[src/rtl/alu_writeback.sv]
`default_nettype none
// +----------------------------------------------------------------------------+
// | alu_writeback: ALU result FIFO for register-file writeback plus the Z/C/N  |
// | flag register and ALU carry-in select. Optional: ALU_WB_OVERFLOW_EN (V).   |
// | Revision: 1.0                                                              |
// +----------------------------------------------------------------------------+
module alu_writeback #(
  parameter int DATA_W = 32,
  parameter int DST_W  = 5,
  parameter int DEPTH  = 2
) (
  input  logic              CLK,
  input  logic              RST,
  input  logic [2:0]        OP,
  input  logic              USE_CARRY,
  output logic              ALU_C_IN,
  input  logic              IN_VALID,
  output logic              IN_READY,
  input  logic [DATA_W-1:0] RESULT,
  input  logic              Z_IN,
  input  logic              C_IN_FLAG,
  input  logic              N_IN,
  input  logic              FLAGS_WE,
  input  logic [DST_W-1:0]  DST,
  output logic              OUT_VALID,
  input  logic              OUT_READY,
  output logic [DATA_W-1:0] OUT_DATA,
  output logic [DST_W-1:0]  OUT_DST,
`ifdef ALU_WB_OVERFLOW_EN
  input  logic              A_MSB,
  input  logic              B_MSB,
  output logic              FLAG_V,
`endif
  output logic              FLAG_Z,
  output logic              FLAG_C,
  output logic              FLAG_N
);

  localparam logic [2:0] ALU_ADD = 3'd0;
  localparam logic [2:0] ALU_SUB = 3'd1;

  localparam int PTR_W = (DEPTH > 1) ? $clog2(DEPTH) : 1;
  localparam int CNT_W = $clog2(DEPTH) + 1;
  localparam logic [CNT_W-1:0] FULL_CNT = CNT_W'(DEPTH);

  logic [DATA_W-1:0] data_q [DEPTH];
  logic [DATA_W-1:0] data_d [DEPTH];
  logic [DST_W-1:0]  dst_q  [DEPTH];
  logic [DST_W-1:0]  dst_d  [DEPTH];
  logic [PTR_W-1:0]  wptr_q, wptr_d;
  logic [PTR_W-1:0]  rptr_q, rptr_d;
  logic [CNT_W-1:0]  count_q, count_d;
  logic              flag_z_q, flag_z_d;
  logic              flag_c_q, flag_c_d;
  logic              flag_n_q, flag_n_d;
  logic              push;
  logic              pop;

  always_comb begin
    IN_READY  = (count_q != FULL_CNT);
    OUT_VALID = (count_q != '0);
    OUT_DATA  = data_q[rptr_q];
    OUT_DST   = dst_q[rptr_q];
    FLAG_Z    = flag_z_q;
    FLAG_C    = flag_c_q;
    FLAG_N    = flag_n_q;
    // Carry-in uses the flag before this edge so ADC chains see the previous op.
    ALU_C_IN  = (OP == ALU_SUB) ? 1'b1 :
                ((OP == ALU_ADD) && USE_CARRY) ? flag_c_q : 1'b0;
  end

  always_comb begin
    push     = IN_VALID & IN_READY;
    pop      = OUT_VALID & OUT_READY;
    data_d   = data_q;
    dst_d    = dst_q;
    wptr_d   = wptr_q;
    rptr_d   = rptr_q;
    count_d  = count_q;
    flag_z_d = flag_z_q;
    flag_c_d = flag_c_q;
    flag_n_d = flag_n_q;
    if (push) begin
      data_d[wptr_q] = RESULT;
      dst_d[wptr_q]  = DST;
      wptr_d         = wptr_q + 1'b1;
    end
    if (pop) begin
      rptr_d = rptr_q + 1'b1;
    end
    case ({push, pop})
      2'b10:   count_d = count_q + 1'b1;
      2'b01:   count_d = count_q - 1'b1;
      default: count_d = count_q;
    endcase
    if (push && FLAGS_WE) begin
      flag_z_d = Z_IN;
      flag_c_d = C_IN_FLAG;
      flag_n_d = N_IN;
    end
  end

`ifdef ALU_WB_OVERFLOW_EN
  logic flag_v_q, flag_v_d;

  always_comb begin
    flag_v_d = flag_v_q;
    if (push && FLAGS_WE) begin
      case (OP)
        ALU_ADD: flag_v_d = (A_MSB == B_MSB) && (RESULT[DATA_W-1] != A_MSB);
        ALU_SUB: flag_v_d = (A_MSB != B_MSB) && (RESULT[DATA_W-1] != A_MSB);
        default: flag_v_d = 1'b0;
      endcase
    end
    FLAG_V = flag_v_q;
  end

  always_ff @(posedge CLK) begin
    if (RST) begin
      flag_v_q <= 1'b0;
    end else begin
      flag_v_q <= flag_v_d;
    end
  end
`endif

  always_ff @(posedge CLK) begin
    if (RST) begin
      for (int i = 0; i < DEPTH; i++) begin
        data_q[i] <= '0;
        dst_q[i]  <= '0;
      end
      wptr_q   <= '0;
      rptr_q   <= '0;
      count_q  <= '0;
      flag_z_q <= 1'b0;
      flag_c_q <= 1'b0;
      flag_n_q <= 1'b0;
    end else begin
      data_q   <= data_d;
      dst_q    <= dst_d;
      wptr_q   <= wptr_d;
      rptr_q   <= rptr_d;
      count_q  <= count_d;
      flag_z_q <= flag_z_d;
      flag_c_q <= flag_c_d;
      flag_n_q <= flag_n_d;
    end
  end

endmodule
`default_nettype wire

[config.mk]
export PLATFORM = sky130hd
export DESIGN_NAME = alu_writeback
export DESIGN_NICKNAME = d
export VERILOG_FILES = /design/src/rtl/alu_writeback.sv
export SDC_FILE = /design/constraint.sdc
export NUM_CORES = 1
export LEC_CHECK = 0
export BUFFER_PORTS_ARGS = -buffer_cell sky130_fd_sc_hd__buf_2
export CAP_MARGIN = 20
export CORE_UTILIZATION = 40
export CTS_CLUSTER_SIZE = 16
export DETAILED_ROUTE_END_ITERATION = 12
export PLACE_DENSITY = 0.72
export SLEW_MARGIN = 30
export SYNTH_ARGS = -nofsm -noshare
export SYNTH_HDL_FRONTEND = slang
export SYNTH_SLANG_ARGS = --single-unit
export TNS_END_PERCENT = 50
[constraint.sdc]
create_clock -name CLK -period 2.4 [get_ports CLK]
set_clock_uncertainty 0.15 [all_clocks]
set_input_delay 0.48 -clock CLK [delete_from_list [all_inputs] [get_ports CLK]]
set_output_delay 0.48 -clock CLK [all_outputs]
set_load 0.1 [all_outputs]
; ---- Yosys cells after proc, flatten, opt, wreduce, memory -nomap -nowiden
; Cells that the tools add are included.
[word_totals]
reg_bits = 81
out_inout_bits = 43
word_cells = 46
inputBits = 49
[classes]
addsub = 4
bitwise = 4
muxes = 15
order_cmp = 3
reduce_logical = 6
eq_ne = 4
[ops]
columns = op, count
row1 = 32-bit two-way mux, 4
row2 = 64-bit bitwise mux, 1
row3 = 32-bit demux with 1-bit select, 1
row4 = 5-bit two-way mux, 4
row5 = 10-bit bitwise mux, 1
row6 = 5-bit demux with 1-bit select, 1
row7 = "2-bit greater-or-equal comparator, second input constant", 2
row8 = 1-bit inverter with 2-bit output, 2
row9 = 2-bit one-hot mux with 2 select lines, 1
row10 = 2-bit nonzero test, 2
row11 = "3-bit by 1-bit == test with 1-bit output, second input constant", 1
row12 = 1-bit logical AND, 3
row13 = 3-bit logical NOT, 1
row14 = "1-bit adder, second input constant", 2
row15 = "2-bit by 1-bit adder with 2-bit output, second input constant", 1
row16 = 1-bit bitwise AND, 2
row17 = "2-bit by 1-bit == test with 1-bit output, second input constant", 1
row18 = "2-bit == test, second input constant", 1
row19 = "2-bit by 1-bit < comparator with 1-bit output, second input constant", 1
row20 = 1-bit two-way mux, 2
row21 = "2-bit inequality test, second input constant", 1
row22 = "2-bit by 1-bit subtractor with 2-bit output, second input constant", 1

; ---- Longest topological paths before layout
[depth]
ltp_word = 6
ltp_mapped = 7
mapped_depth_nobuf = 7

; ---- Worst setup path after synthesis
; Ideal clock, no wire load.
[synth_timing]
path_kind = flip-flop to output port
startpoint = register flag_c_q (netlist: FLAG_C)
endpoint = output ALU_C_IN
path_slack_ns = -1.374
arrival_time_ns = 3.144
stages_incl_launch_ff = 3
n_path_buf = 0
required_ns = 1.770
path_cell_list = dfxtp_1 > a21oi_1 > nor3_1
[synth_between]
elab_chain_cells = 2
[synth_lines]
columns = item, line_no
row1 = start: declaration, 54  ; logic flag_c_q, flag_c_d;
row2 = start signal: assignment, 146  ; flag_c_q <= flag_c_d;
row3 = 1-bit two-way mux, 69  ; ((OP == ALU_ADD) && USE_CARRY) ? flag_c_q : 1'b0;
row4 = 1-bit two-way mux, 68  ; ALU_C_IN = (OP == ALU_SUB) ? 1'b1 :
row5 = end: declaration, 16  ; output logic ALU_C_IN,
; Every way passes these cells.

; ---- Worst setup path in the final report
[layout_timing]
startpoint = register rptr_q
endpoint = output OUT_DST[1]
[layout_between]
elab_chain_cells = 4
[layout_lines]
columns = item, line_no
row1 = start: declaration, 51  ; logic [PTR_W-1:0] rptr_q, rptr_d;
row2 = start signal: assignment, 143  ; rptr_q <= rptr_d;
row3 = 1-bit inverter with 2-bit output (not written as such), 63  ; OUT_DST = dst_q[rptr_q];
row4 = 5-bit two-way mux (not written as such) (3 in series), 63
row5 = end: declaration, 28  ; output logic [DST_W-1:0] OUT_DST,
; Every way passes these cells. The select of a mux whose other input is x is not followed.

==> impl_metrics.toml <==
[outcome]
status = "completed"

[power]
ir_worst_vdd_mv = 0.541
power_density_nw_per_um2 = 1010
p_leak_nw = 2.09

[grt]
use_met3_pct = 3.12
busiest_layer = "met2"
grt_max_degree = 122
grt_pass1_wl_um = 14400
antenna_found_initial = 0
grt_pass1_vias = 3021
use_met2_pct = 31.0
met1_usage_pct = 22.9
grt_overflow = 0
globalRouteTotalUtil_pct = 18.0

[finish]
nFillCells = 850
layout-drive-gt1-share_pct = 32.5
final_common_cell = "nand2b_1"
multi_input_comb_area_um2 = 2090
stdcell_area_um2 = 5130
seqCellArea_um2 = 1620
antenna_cells = 0
nNetsFinal = 531
layout_common_cells = "nand2b_1, dfxtp_1, buf_2"
synthToLayoutAreaGrowth_pct = 32.4
layout.cells.non_filler = 615

[floorplan]
dieArea_um2 = 10100
dieHeight_um = 100
start_util_pct = 41.6
ios = 92
core.rowCount = 35
core_um2 = 9330
die_w_um = 100

[yosys]
synthXorXnorAreaFrac_pct = 0.678
synth_compound_area_share_pct = 10.4
synth-adder-area-share_pct = 0.323
synth_top_family_by_area = "simple AND/OR/NAND/NOR gates"
yosysTopAreaCellShare_pct = 41.8
netlist_area_um2 = 3880
synth-seq-area-share_pct = 41.8
avgSynthCellArea_um2 = 9.53
synthMuxAreaShare_pct = 21.1
synth_cell_types = 28
synth_cells = 407
synth_area_leaders = "dfxtp_1, nand2b_1, mux2_2"
yosys.area_share.simple_pct = 21.2
synth_warnings = 0
synth_nets = 457
netlist.top_cell.by_area = "dfxtp_1"
ys_seq_elements = 81

[drt]
remaining_drc_errors = 0
via_per_inst = 4.94
wl_per_cell_um = 13.9
drt_first_pass_iters = 5
ant_nets = 0
vias = 3036
drt-total-wl_um = 8570
drtIter0Drc = 101

[setup_path]
critical_path_buf_inv_count = 2
required_ns = 1.77
path_cells = "buf_4, mux2_2, buf_12"
cp-start-kind = "flop"
path_class = "reg2out"
critPathMaxStageDelay_ns = 0.41
crit_fanout = 21
endpoint_kind = "output pin"
cp_slowest_cell = "mux2_2"
worstPathArrival_ns = 1.54
cpLargestDelayFamily = "buffers and inverters"

[timing]
rsz0062_at_grt = "false"
hold_viol = 0
finalCritPeriodShare_pct = 90.5
timing.setup.tns_ns = 0
setup_viol = 0
worst_slew_pin_slew_ns = 0.506
fmax_mhz = 460
final-max-slew-violation-count = 0
period_minus_slack_ns = 2.17
slew_headroom_pct = 66.5

[clock_network]
ctsLongestPathBuffers = 2
postCtsSetupBuffers = 0
cts_tree = "done"
clock_latency_ns = 0.33
ctsHoldBuffers = 0
h-tree-depth = 3
cts_buffers = 9
cts_resized = 0
cts_sinks = 81
cts_root_buffer = "clkbuf_8"
clkTransAtPathRegs_ns = 0.09

[placement]
placedInstanceArea_um2 = 4950
dpl.cell_count = 599
gp_congestion = 0.715
place.port_buffers = 91
post-dp-hpwl_um = 5550

[job]
cap_violations = 0

[min_path]
hp-class = "in2reg"
## cell usage after synthesis (all sizes together)
library cell / count
xor2: 1
nor2: 2
or2: 1
inv: 2
mux2i: 40
nand3: 1
o21a: 1
nor3: 1
ha: 1
nand2: 1
buf: 14
o21ai: 76
nor2b: 38
dfxtp: 81
and3: 2
nand2b: 82
xnor2: 2
a21oi: 3
clkbuf: 20
or3: 1
mux2: 37
## worst paths after layout
path | from | end | slack [ns] | cells after the start
setup / recovery | rptr_q$_SDFFE_PP0P_ | OUT_DST[1] | 0.23 | 3
setup reg to reg | count_q[0]$_SDFFE_PP0P_ | count_q[1]$_SDFFE_PP0P_ | 0.64 | 6
hold reg to reg | data_q[6]$_SDFFE_PP0P_ | data_q[6]$_SDFFE_PP0P_ | 0.32 | 2
hold / removal | C_IN_FLAG | FLAG_C$_SDFFE_PP0P_ | 0.24 | 3
## sequential cells by signal (all words and copies together) (netlist names)
| signal | count |
|---|---|
| dst_q | 10 |
| data_q | 64 |
| rptr_q | 1 |
| FLAG_Z | 1 |
| wptr_q | 1 |
| count_q | 2 |
| FLAG_C | 1 |
| FLAG_N | 1 |
## metal layers
| layer | vias to the layer above | wire length (um) |
|---|---|---|
| met4 | 0 | 116 |
| met1 | 1445 | 3740 |
| met3 | 10 | 313 |
| met2 | 70 | 4390 |
| li1 | 1511 | - |
| met5 | - | 0 |
## per-stage QoR
stage          setup WS (ns)  power (W)  utilization [%]  hold WS (ns)
4_1_cts                0.210    0.00522             55.0         0.222
3_5_place_dp           0.533    0.00431             53.1         0.313
6_report               0.228    0.00516             55.0         0.242
5_1_grt                0.161    0.00539             55.0         0.228
3_3_place_gp           0.546    0.00426             53.1         0.305
2_1_floorplan          0.110    0.00349                -         0.295
## power by group
group / total, W / internal (W) / switching (W)
sequential: 0.00161 / 0.00152 / 0.0000981
clock: 0.000900 / 0.000385 / 0.000515
combinational: 0.00265 / 0.000922 / 0.00172
## area by class of cell
cell class                      count  area share (%)
Inverter                            2           0.146
Clock buffer                        9            2.41
Sequential cell                    81            31.6
Clock inverter                      7            1.07
Tap cell                          129            3.14
Multi-Input combinational cell    290            40.8
Timing Repair Buffer               97            20.8
## tightest hold or removal path, delay by kind of cell
kind	cells	cell delay, ns
buffers and inverters	1	0.09
AND/OR/NAND/NOR	1	0.06
multiplexers	1	0.06
## kinds of logic (layout without fill, tap and decap cells)
| kind of cell | Yosys count | in the layout |
|---|---|---|
| multiplexers | 77 | 77 |
| flip-flops | 81 | 81 |
| buffers and inverters | 36 | 115 |
| adder cells (fa/ha/maj) | 1 | 1 |
| XOR/XNOR | 3 | 3 |
| AO/OA/AOI/OAI | 80 | 80 |
| AND/OR/NAND/NOR | 129 | 129 |
Power figures use the tool's default switching activity.
